### config.mk
export PLATFORM = sky130hd
export DESIGN_NAME = alu_sequencer
export DESIGN_NICKNAME = d
export VERILOG_FILES = /design/src/rtl/alu_pkg.sv /design/src/rtl/alu_flag_mask.sv /design/src/rtl/alu_sequencer.sv
export SDC_FILE = /design/constraint.sdc
export NUM_CORES = 1
export LEC_CHECK = 0
export CORE_MARGIN = 2
export CORE_UTILIZATION = 45
export CTS_BUF_LIST = sky130_fd_sc_hd__clkbuf_4 sky130_fd_sc_hd__clkbuf_8
export CTS_CLUSTER_SIZE = 20
export DETAILED_ROUTE_END_ITERATION = 16
export PLACE_DENSITY = 0.83
export SLEW_MARGIN = 15
export SYNTH_ARGS = -nofsm -noshare
export SYNTH_HDL_FRONTEND = slang
export SYNTH_SLANG_ARGS = --single-unit
### constraint.sdc
create_clock -name clock -period 4.8 [get_ports clock]
set_input_delay 0.96 -clock clock [delete_from_list [all_inputs] [get_ports clock]]
set_output_delay 0.96 -clock clock [all_outputs]
set_load 0.02 [all_outputs]
### src/rtl/alu_pkg.sv
// Shared definitions for the ALU sequencer: opcode encodings, FSM state encoding,
// the opcode-to-flag-write mask and the latency classes.
package alu_pkg;

  localparam logic [4:0] ALU_NOP    = 5'h00;
  localparam logic [4:0] ALU_ADD    = 5'h01;
  localparam logic [4:0] ALU_ADDC   = 5'h02;
  localparam logic [4:0] ALU_SUBB   = 5'h03;
  localparam logic [4:0] ALU_INC    = 5'h04;
  localparam logic [4:0] ALU_DEC    = 5'h05;
  localparam logic [4:0] ALU_MUL    = 5'h06;
  localparam logic [4:0] ALU_DIV    = 5'h07;
  localparam logic [4:0] ALU_DA     = 5'h08;
  localparam logic [4:0] ALU_AND    = 5'h09;
  localparam logic [4:0] ALU_OR     = 5'h0A;
  localparam logic [4:0] ALU_XOR    = 5'h0B;
  localparam logic [4:0] ALU_CLR_C  = 5'h0C;
  localparam logic [4:0] ALU_SETB_C = 5'h0D;
  localparam logic [4:0] ALU_CPL_C  = 5'h0E;
  localparam logic [4:0] ALU_ANL_C  = 5'h0F;
  localparam logic [4:0] ALU_ORL_C  = 5'h10;
  localparam logic [4:0] ALU_MOV_C  = 5'h11;

  // Opcodes at or above this value are rejected with an error response.
  localparam logic [4:0] ALU_OP_LIMIT = 5'h12;

  localparam logic [1:0] ST_IDLE = 2'd0;
  localparam logic [1:0] ST_EXEC = 2'd1;
  localparam logic [1:0] ST_RESP = 2'd2;

  typedef enum logic [1:0] {
    LAT_BASE,
    LAT_MUL,
    LAT_DIV
  } lat_class_e;

  typedef struct packed {
    logic cy_we;
    logic ac_we;
    logic ov_we;
  } flag_we_t;

  function automatic flag_we_t flag_mask(input logic [4:0] op);
    flag_we_t m;
    m = '0;
    if (op >= ALU_ADD && op <= ALU_SUBB) begin
      m.cy_we = 1'b1;
      m.ac_we = 1'b1;
      m.ov_we = 1'b1;
    end else if (op == ALU_MUL || op == ALU_DIV) begin
      m.cy_we = 1'b1;
      m.ov_we = 1'b1;
    end else if (op == ALU_DA || (op >= ALU_CLR_C && op <= ALU_MOV_C)) begin
      m.cy_we = 1'b1;
    end
    return m;
  endfunction

endpackage

### src/rtl/alu_flag_mask.sv
// Combinational opcode decode: which PSW flags the ALU result may overwrite,
// and which latency class the opcode belongs to.
module alu_flag_mask
  import alu_pkg::*;
(
  input  logic [4:0] opcode_i,
  output logic       cy_we_o,
  output logic       ac_we_o,
  output logic       ov_we_o,
  output lat_class_e lat_class_o
);

  flag_we_t mask;

  assign mask    = flag_mask(opcode_i);
  assign cy_we_o = mask.cy_we;
  assign ac_we_o = mask.ac_we;
  assign ov_we_o = mask.ov_we;

  always_comb begin
    lat_class_o = LAT_BASE;
    case (opcode_i)
      ALU_MUL: lat_class_o = LAT_MUL;
      ALU_DIV: lat_class_o = LAT_DIV;
      default: lat_class_o = LAT_BASE;
    endcase
  end

endmodule

### src/rtl/alu_sequencer.sv
// Sequences one ALU operation at a time between the execute stage and alu_core,
// and owns the CY/AC/OV shadow flags that feed the core's carry inputs.
module alu_sequencer
  import alu_pkg::*;
#(
  parameter int ALU_LATENCY = 1,
  parameter int MUL_CYCLES  = 4,
  parameter int DIV_CYCLES  = 8
) (
  input  logic       clock,
  input  logic       reset,
  input  logic       req_valid,
  output logic       req_ready,
  input  logic [4:0] req_opcode,
  input  logic [7:0] req_src_1,
  input  logic [7:0] req_src_2,
  input  logic       req_bit,
  output logic       rsp_valid,
  input  logic       rsp_ready,
  output logic [7:0] rsp_des_1,
  output logic [7:0] rsp_des_2,
  output logic       rsp_err,
  input  logic       psw_wr,
  input  logic [2:0] psw_wdata,
  output logic       cy,
  output logic       ac,
  output logic       ov,
  output logic [4:0] alu_opcode,
  output logic [7:0] alu_src_1,
  output logic [7:0] alu_src_2,
  output logic       alu_carry,
  output logic       alu_aux_carry,
  output logic       alu_bit,
  input  logic [7:0] alu_des_1,
  input  logic [7:0] alu_des_2,
  input  logic       alu_cy,
  input  logic       alu_ac,
  input  logic       alu_ov
);

  localparam int CNT_W = 8;

  logic [1:0]       state_q, state_d;
  logic [CNT_W-1:0] cnt_q, cnt_d;
  logic [4:0]       op_q, op_d;
  logic [7:0]       src1_q, src1_d, src2_q, src2_d;
  logic             bit_q, bit_d;
  logic [7:0]       des1_q, des1_d, des2_q, des2_d;
  logic             err_q, err_d;
  logic             cy_q, cy_d, ac_q, ac_d, ov_q, ov_d;

  logic [4:0]       dec_op;
  logic             cy_we, ac_we, ov_we;
  lat_class_e       lat_class;
  logic             capture;

  // In IDLE the decoder looks at the incoming request to pick the latency;
  // afterwards it decodes the held opcode for the writeback mask.
  assign dec_op = (state_q == ST_IDLE) ? req_opcode : op_q;

  alu_flag_mask u_flag_mask (
    .opcode_i    (dec_op),
    .cy_we_o     (cy_we),
    .ac_we_o     (ac_we),
    .ov_we_o     (ov_we),
    .lat_class_o (lat_class)
  );

  always_comb begin
    state_d = state_q;
    cnt_d   = cnt_q;
    op_d    = op_q;
    src1_d  = src1_q;
    src2_d  = src2_q;
    bit_d   = bit_q;
    des1_d  = des1_q;
    des2_d  = des2_q;
    err_d   = err_q;
    capture = 1'b0;
    case (state_q)
      ST_IDLE: begin
        if (req_valid) begin
          if (req_opcode < ALU_OP_LIMIT) begin
            op_d    = req_opcode;
            src1_d  = req_src_1;
            src2_d  = req_src_2;
            bit_d   = req_bit;
            state_d = ST_EXEC;
            case (lat_class)
              LAT_MUL: cnt_d = CNT_W'(ALU_LATENCY + MUL_CYCLES);
              LAT_DIV: cnt_d = CNT_W'(ALU_LATENCY + DIV_CYCLES);
              default: cnt_d = CNT_W'(ALU_LATENCY);
            endcase
          end else begin
            err_d   = 1'b1;
            des1_d  = 8'h00;
            des2_d  = 8'h00;
            state_d = ST_RESP;
          end
        end
      end
      ST_EXEC: begin
        if (cnt_q == '0) begin
          capture = 1'b1;
          des1_d  = alu_des_1;
          des2_d  = alu_des_2;
          err_d   = 1'b0;
          state_d = ST_RESP;
        end else begin
          cnt_d = cnt_q - 1'b1;
        end
      end
      ST_RESP: begin
        if (rsp_ready) state_d = ST_IDLE;
      end
      default: state_d = ST_IDLE;
    endcase
  end

  // An SFR write lands first; a coinciding ALU writeback then overrides only its masked bits.
  always_comb begin
    {cy_d, ac_d, ov_d} = psw_wr ? psw_wdata : {cy_q, ac_q, ov_q};
    if (capture) begin
      if (cy_we) cy_d = alu_cy;
      if (ac_we) ac_d = alu_ac;
      if (ov_we) ov_d = alu_ov;
    end
  end

  always_ff @(posedge clock or negedge reset) begin
    if (!reset) begin
      state_q <= ST_IDLE;
      cnt_q   <= '0;
      op_q    <= ALU_NOP;
      src1_q  <= 8'h00;
      src2_q  <= 8'h00;
      bit_q   <= 1'b0;
      des1_q  <= 8'h00;
      des2_q  <= 8'h00;
      err_q   <= 1'b0;
      cy_q    <= 1'b0;
      ac_q    <= 1'b0;
      ov_q    <= 1'b0;
    end else begin
      state_q <= state_d;
      cnt_q   <= cnt_d;
      op_q    <= op_d;
      src1_q  <= src1_d;
      src2_q  <= src2_d;
      bit_q   <= bit_d;
      des1_q  <= des1_d;
      des2_q  <= des2_d;
      err_q   <= err_d;
      cy_q    <= cy_d;
      ac_q    <= ac_d;
      ov_q    <= ov_d;
    end
  end

  assign req_ready     = (state_q == ST_IDLE) && reset;
  assign rsp_valid     = (state_q == ST_RESP);
  assign rsp_des_1     = des1_q;
  assign rsp_des_2     = des2_q;
  assign rsp_err       = err_q;
  assign cy            = cy_q;
  assign ac            = ac_q;
  assign ov            = ov_q;
  assign alu_opcode    = (state_q == ST_EXEC) ? op_q : ALU_NOP;
  assign alu_src_1     = src1_q;
  assign alu_src_2     = src2_q;
  assign alu_bit       = bit_q;
  assign alu_carry     = cy_q;
  assign alu_aux_carry = ac_q;

endmodule

; After elaboration in Yosys (flattened, before gate mapping)
; Index checks and enable logic that the tools add are counted.
[totals]
ff_bits = 52
out_inout_bits = 46
wordCells = 81
input_bits = 49
[classes]
add_sub_neg = 1
reduce_logical = 12
muxes = 38
magnitude_cmp = 5
n_eq_ne = 13
[ops]
columns = op, count
row1 = 8-bit two-way mux, 7
row2 = 8-bit case mux with 2 select lines, 3
row3 = 1-bit two-way mux, 17
row4 = 5-bit by 3-bit == test with 1-bit output (second input constant), 2
row5 = 5-bit two-way mux, 2
row6 = 8-bit logical NOT, 1
row7 = 2-bit two-way mux, 4
row8 = 2-bit != test (second input constant), 4
row9 = 4-bit case mux with 2 select lines, 1
row10 = 4-bit AND reduction, 2
row11 = 8-bit by 1-bit subtractor with 8-bit output (second input constant), 1
row12 = 2-bit case mux with 3 select lines, 1
row13 = 3-bit AND reduction, 2
row14 = 5-bit by 4-bit == test with 1-bit output (second input constant), 1
row15 = 5-bit by 1-bit greater-or-equal comparator with 1-bit output (second input constant), 1
row16 = 5-bit by 4-bit greater-or-equal comparator with 1-bit output (second input constant), 1
row17 = 5-bit by 2-bit less-or-equal comparator with 1-bit output (second input constant), 1
row18 = 5-bit less-or-equal comparator (second input constant), 1
row19 = 5-bit < comparator (second input constant), 1
row20 = 2-bit by 1-bit == test with 1-bit output (second input constant), 2
row21 = 2-bit == test (second input constant), 2
row22 = 2-bit by 1-bit != test with 1-bit output (second input constant), 2
row23 = 2-bit case mux with 2 select lines, 1
row24 = 1-bit logical AND, 3
row25 = 5 further kinds, 6

; Logic depth before layout (Yosys ltp)
[logic_depth]
word_depth = 10
ltp_mapped = 7
depth_no_buf = 6

; By module
; A second synthesis with hierarchy kept.
[unflattened]
hier_cells = 232
area_unflattened_um2 = 2339.7
[by_module_without_submodules]
columns = module, seq_area_each_um2, cells_per_inst, n_inst, area_each_um2
row1 = alu_sequencer, 1301.2, 220, 1, 2269.7
row2 = alu_flag_mask, 0.0, 12, 1, 70.1

; Worst setup path before layout
; No wires, ideal clock.
[synth_timing]
path_type = in2reg
from = input port req_opcode[3]
to = register cnt_q[4]
setup_time_ps = 78
n_path_buf = 1
arrival_ps = 2346
slack_ps = 2376
path_stages = 5
required_ps = 4722
path_cell_list = o31a_1 -> a211o_1 -> buf_2 -> or4_1 -> a21oi_1
[synth_between]
elab_chain_len = 3
[synth_rtl]
columns = item, line_no
row1 = from (decl), alu_sequencer.sv:14  ; input logic [4:0] req_opcode,
row2 = 5-bit < comparator, alu_sequencer.sv:83  ; if (req_opcode < ALU_OP_LIMIT) begin
row3 = 2-bit by 1-bit != test with 1-bit output (no source line), --
row4 = 4-bit AND reduction (no source line), --
row5 = to (signal assigned), alu_sequencer.sv:146  ; cnt_q <= cnt_d;
row6 = to (decl), alu_sequencer.sv:44  ; logic [CNT_W-1:0] cnt_q, cnt_d;
; Every way passes these cells.
; A chain may end at the register's enable or synchronous reset.

; Final worst setup path
[layout_timing]
from = register state_q[1]
to = output port req_ready
[layout_between]
elab_chain_len = 2
[layout_rtl]
columns = item, line_no
row1 = from (decl), alu_sequencer.sv:43  ; logic [1:0] state_q, state_d;
row2 = from (signal assigned), alu_sequencer.sv:145  ; state_q <= state_d;
row3 = 2-bit logical NOT, alu_sequencer.sv:160  ; assign req_ready = (state_q == ST_IDLE) && reset;
row4 = 1-bit logical AND, alu_sequencer.sv:160
row5 = to (decl), alu_sequencer.sv:13  ; output logic req_ready,
; Every way passes these cells.

==> out/qor.yml <==
timing:
  rsz0062_at_grt: "false"
  post-route-min-period_ns: 3.008
  setup_viol: 0
  setup_ws_ns: 1.792
  tightest_slew_ns: 0.8650
  setup_tns_ns: 0
  period_share_pct: 62.67
  slew_headroom_pct: 42.33
  clock.fmax_mhz: 332.5
  drv_slew: 0
  hold_violations: 0
  fin_skew_ns: 0.008331
yosys:
  synth-main-ff-cell: "dfrtp_1"
  synth_top_area_cell: "dfrtp_1"
  synth_top_area_share_pct: 56.03
  ys_warn_count: 0
  ys_ff_latch: 52
  synth_nets: 271
  synthesis.area_mm2: 0.002322
  ys_types: 40
  synth_edf_count: 0
  avgSynthCellArea_um2: 10.56
  ys_async_sr_fraction_pct: 100.0
  synth_seq_area_share_pct: 56.03
  synth_area_leaders: "dfrtp_1 56%, nand2_1 8.7%, a22o_1 6.0%"
  synthesis.instances: 220
grt:
  grt_usage_pct: 19.44
  antenna_found_initial: 0
  grt_overflow: 0
  grt_max_degree: 53
  grt_pass1_wl_mm: 8.528
  grt_pass1_vias: 1842
final_layout:
  drive_gt1_share_pct: 9.295
  final_cell_mix: "93 x clkdlybuf4s50_1, 54 x nand2_1, 52 x dfrtp_1"
  mostFrequentLayoutCell: "clkdlybuf4s50_1"
  diodes: 0
  syn_to_final_growth_pct: 46.82
  final_core_util_pct: 67.62
  layout.cells.non_filler: 382
  fin_nets: 362
drt:
  wl_met1_mm: 2.396
  dr_wl_met3_um: 390
  wl_mm: 5.598
  vias_per_cell: 5.228
  antenna_left: 0
  vias: 1997
  wl_per_cell_um: 14.65
  first_iter_violations: 62
  wl_met2_mm: 2.775
  drc: 0
  maxUsedRoutingLayer: "met4"
  first_pass_iters: 4
placement:
  gp_congestion: 0.7557
  placed_cells: 374
  portBuffers: 94
  dpl_worst_slack_ns: 1.571
  dp_hpwl_mm: 4.125
die:
  die-area_mm2: 0.005751
  floorplan.rows: 26
  initial_core_util_pct: 46.05
  fp.dieW_um: 75.84
  die_y_um: 75.84
  core_mm2: 0.005042
  ioPinCount: 95
clock_tree:
  cts_tree: "yes"
  cts_inserted_buffers: 5
  post_cts_buffers: 0
  root_buffer: "clkbuf_8"
  ctsHoldBuffers: 0
  cts_buffer_depth: 2
  clk_latency_ns: 0.31
  cts.sinks: 52
  post_cts_resized: 0
  htreeDepth: 2
  clk_pin_slew_ns: 0.10
min_path:
  hold_depth: 2
  hp-start: "alu_src_2[3]"
  hold_class: "flop to flop"
run:
  max_cap_violations: 0
setup_path:
  arrival_ns: 2.05
  startpoint_type: "flop"
  endpoint_kind: "output port"
  path_max_fanout: 8
  r2r-start: "cnt_q[0]"
  criticalPathCategory: "flop to output port"
  required_ns: 3.84
  reg2reg_depth: 6
  startpoint: "state_q[1]"
pwr:
  power.total_mw: 1.837
  power_density_mw_per_mm2: 538.9
  max-vdd-ir-drop_mv: 0.2784
  p_leak_nw: 1.497
run_status:
  status: "completed"
[logic make-up after synthesis]
group / Yosys count / synth area share (%)
compound gates: 46 / 15.25
fa+ha+maj: 2 / 1.077
buf+inv: 18 / 3.448
flops: 52 / 56.03
mux: 12 / 5.765
simple gates: 90 / 18.43
[critical path, stage by stage (launching register included)]
cell             delay [ns]
dfrtp_1                0.47
nor2_1                 0.45
and2_1                 0.21
clkdlybuf4s50_1        0.62
[registers in the layout, summed over array words and instances (netlist names)]
register and cells:
rsp_err 1, alu_carry 1, alu_src_2 8, ac 1
state_q 2, alu_bit 1, rsp_des_1 8, rsp_des_2 8
alu_src_1 8, cnt_q 8, op_q 5, ov 1
[metrics by stage]
| stage | area (um2) | hold WS, ns |
|---|---|---|
| 2_1_floorplan | 2322 | 0.5136 |
| 3_3_place_gp | 3309 | 0.4571 |
| 5_1_grt | 3410 | 0.5162 |
| 6_report | 3410 | 0.4863 |
| 3_5_place_dp | 3309 | 0.4621 |
| 4_1_cts | 3401 | 0.4864 |
[area by class of cell]
| class | instances | area (um2) |
|---|---|---|
| clock inverter | 3 | 22.52 |
| multi-input combinational | 150 | 955.9 |
| tap | 70 | 87.58 |
| fill | 417 | 1633 |
| inverter | 6 | 22.52 |
| sequential | 52 | 1301 |
| timing repair buffer | 96 | 950.9 |
| clock buffer | 5 | 68.82 |
[Yosys cell counts (2+ instances only)]
library cell,n
nand3_1,2
buf_2,4
and3_1,2
nor2b_1,2
nor2_1,5
buf_4,2
o21ai_0,2
or4_1,5
o211ai_1,2
a21oi_1,5
clkbuf_1,6
dfrtp_1,52
nor4_1,5
ha_1,2
nor3_1,2
o31a_1,2
o21bai_1,2
o311ai_0,2
a22o_1,16
nand2b_1,2
mux2_2,11
inv_1,6
and2_1,6
o31ai_1,6
nand2_1,54
[layer usage]
layer	GRT usage (%)	vias up
li1	-	965
met1	25.81	949
met2	32.76	79
met3	3.968	4
met4	4.678	0
met5	0	-
[power by group]
| part | switching (mW) | internal (mW) |
|---|---|---|
| sequential | 0.126 | 0.589 |
| combinational | 0.446 | 0.424 |
| clock | 0.147 | 0.105 |
| total | 0.719 | 1.12 |
[final timing paths]
path,end,slack (ns)
setup / recovery,req_ready,1.79
hold / removal,alu_src_2[3],0.49
min in group asynchronous,alu_src_1[6],0.80
hold reg to reg,alu_src_2[3],0.49
max in group asynchronous,ac,3.57
setup reg to reg,rsp_des_1[4],2.20
Note: power is estimated with default switching activity, not from simulation.
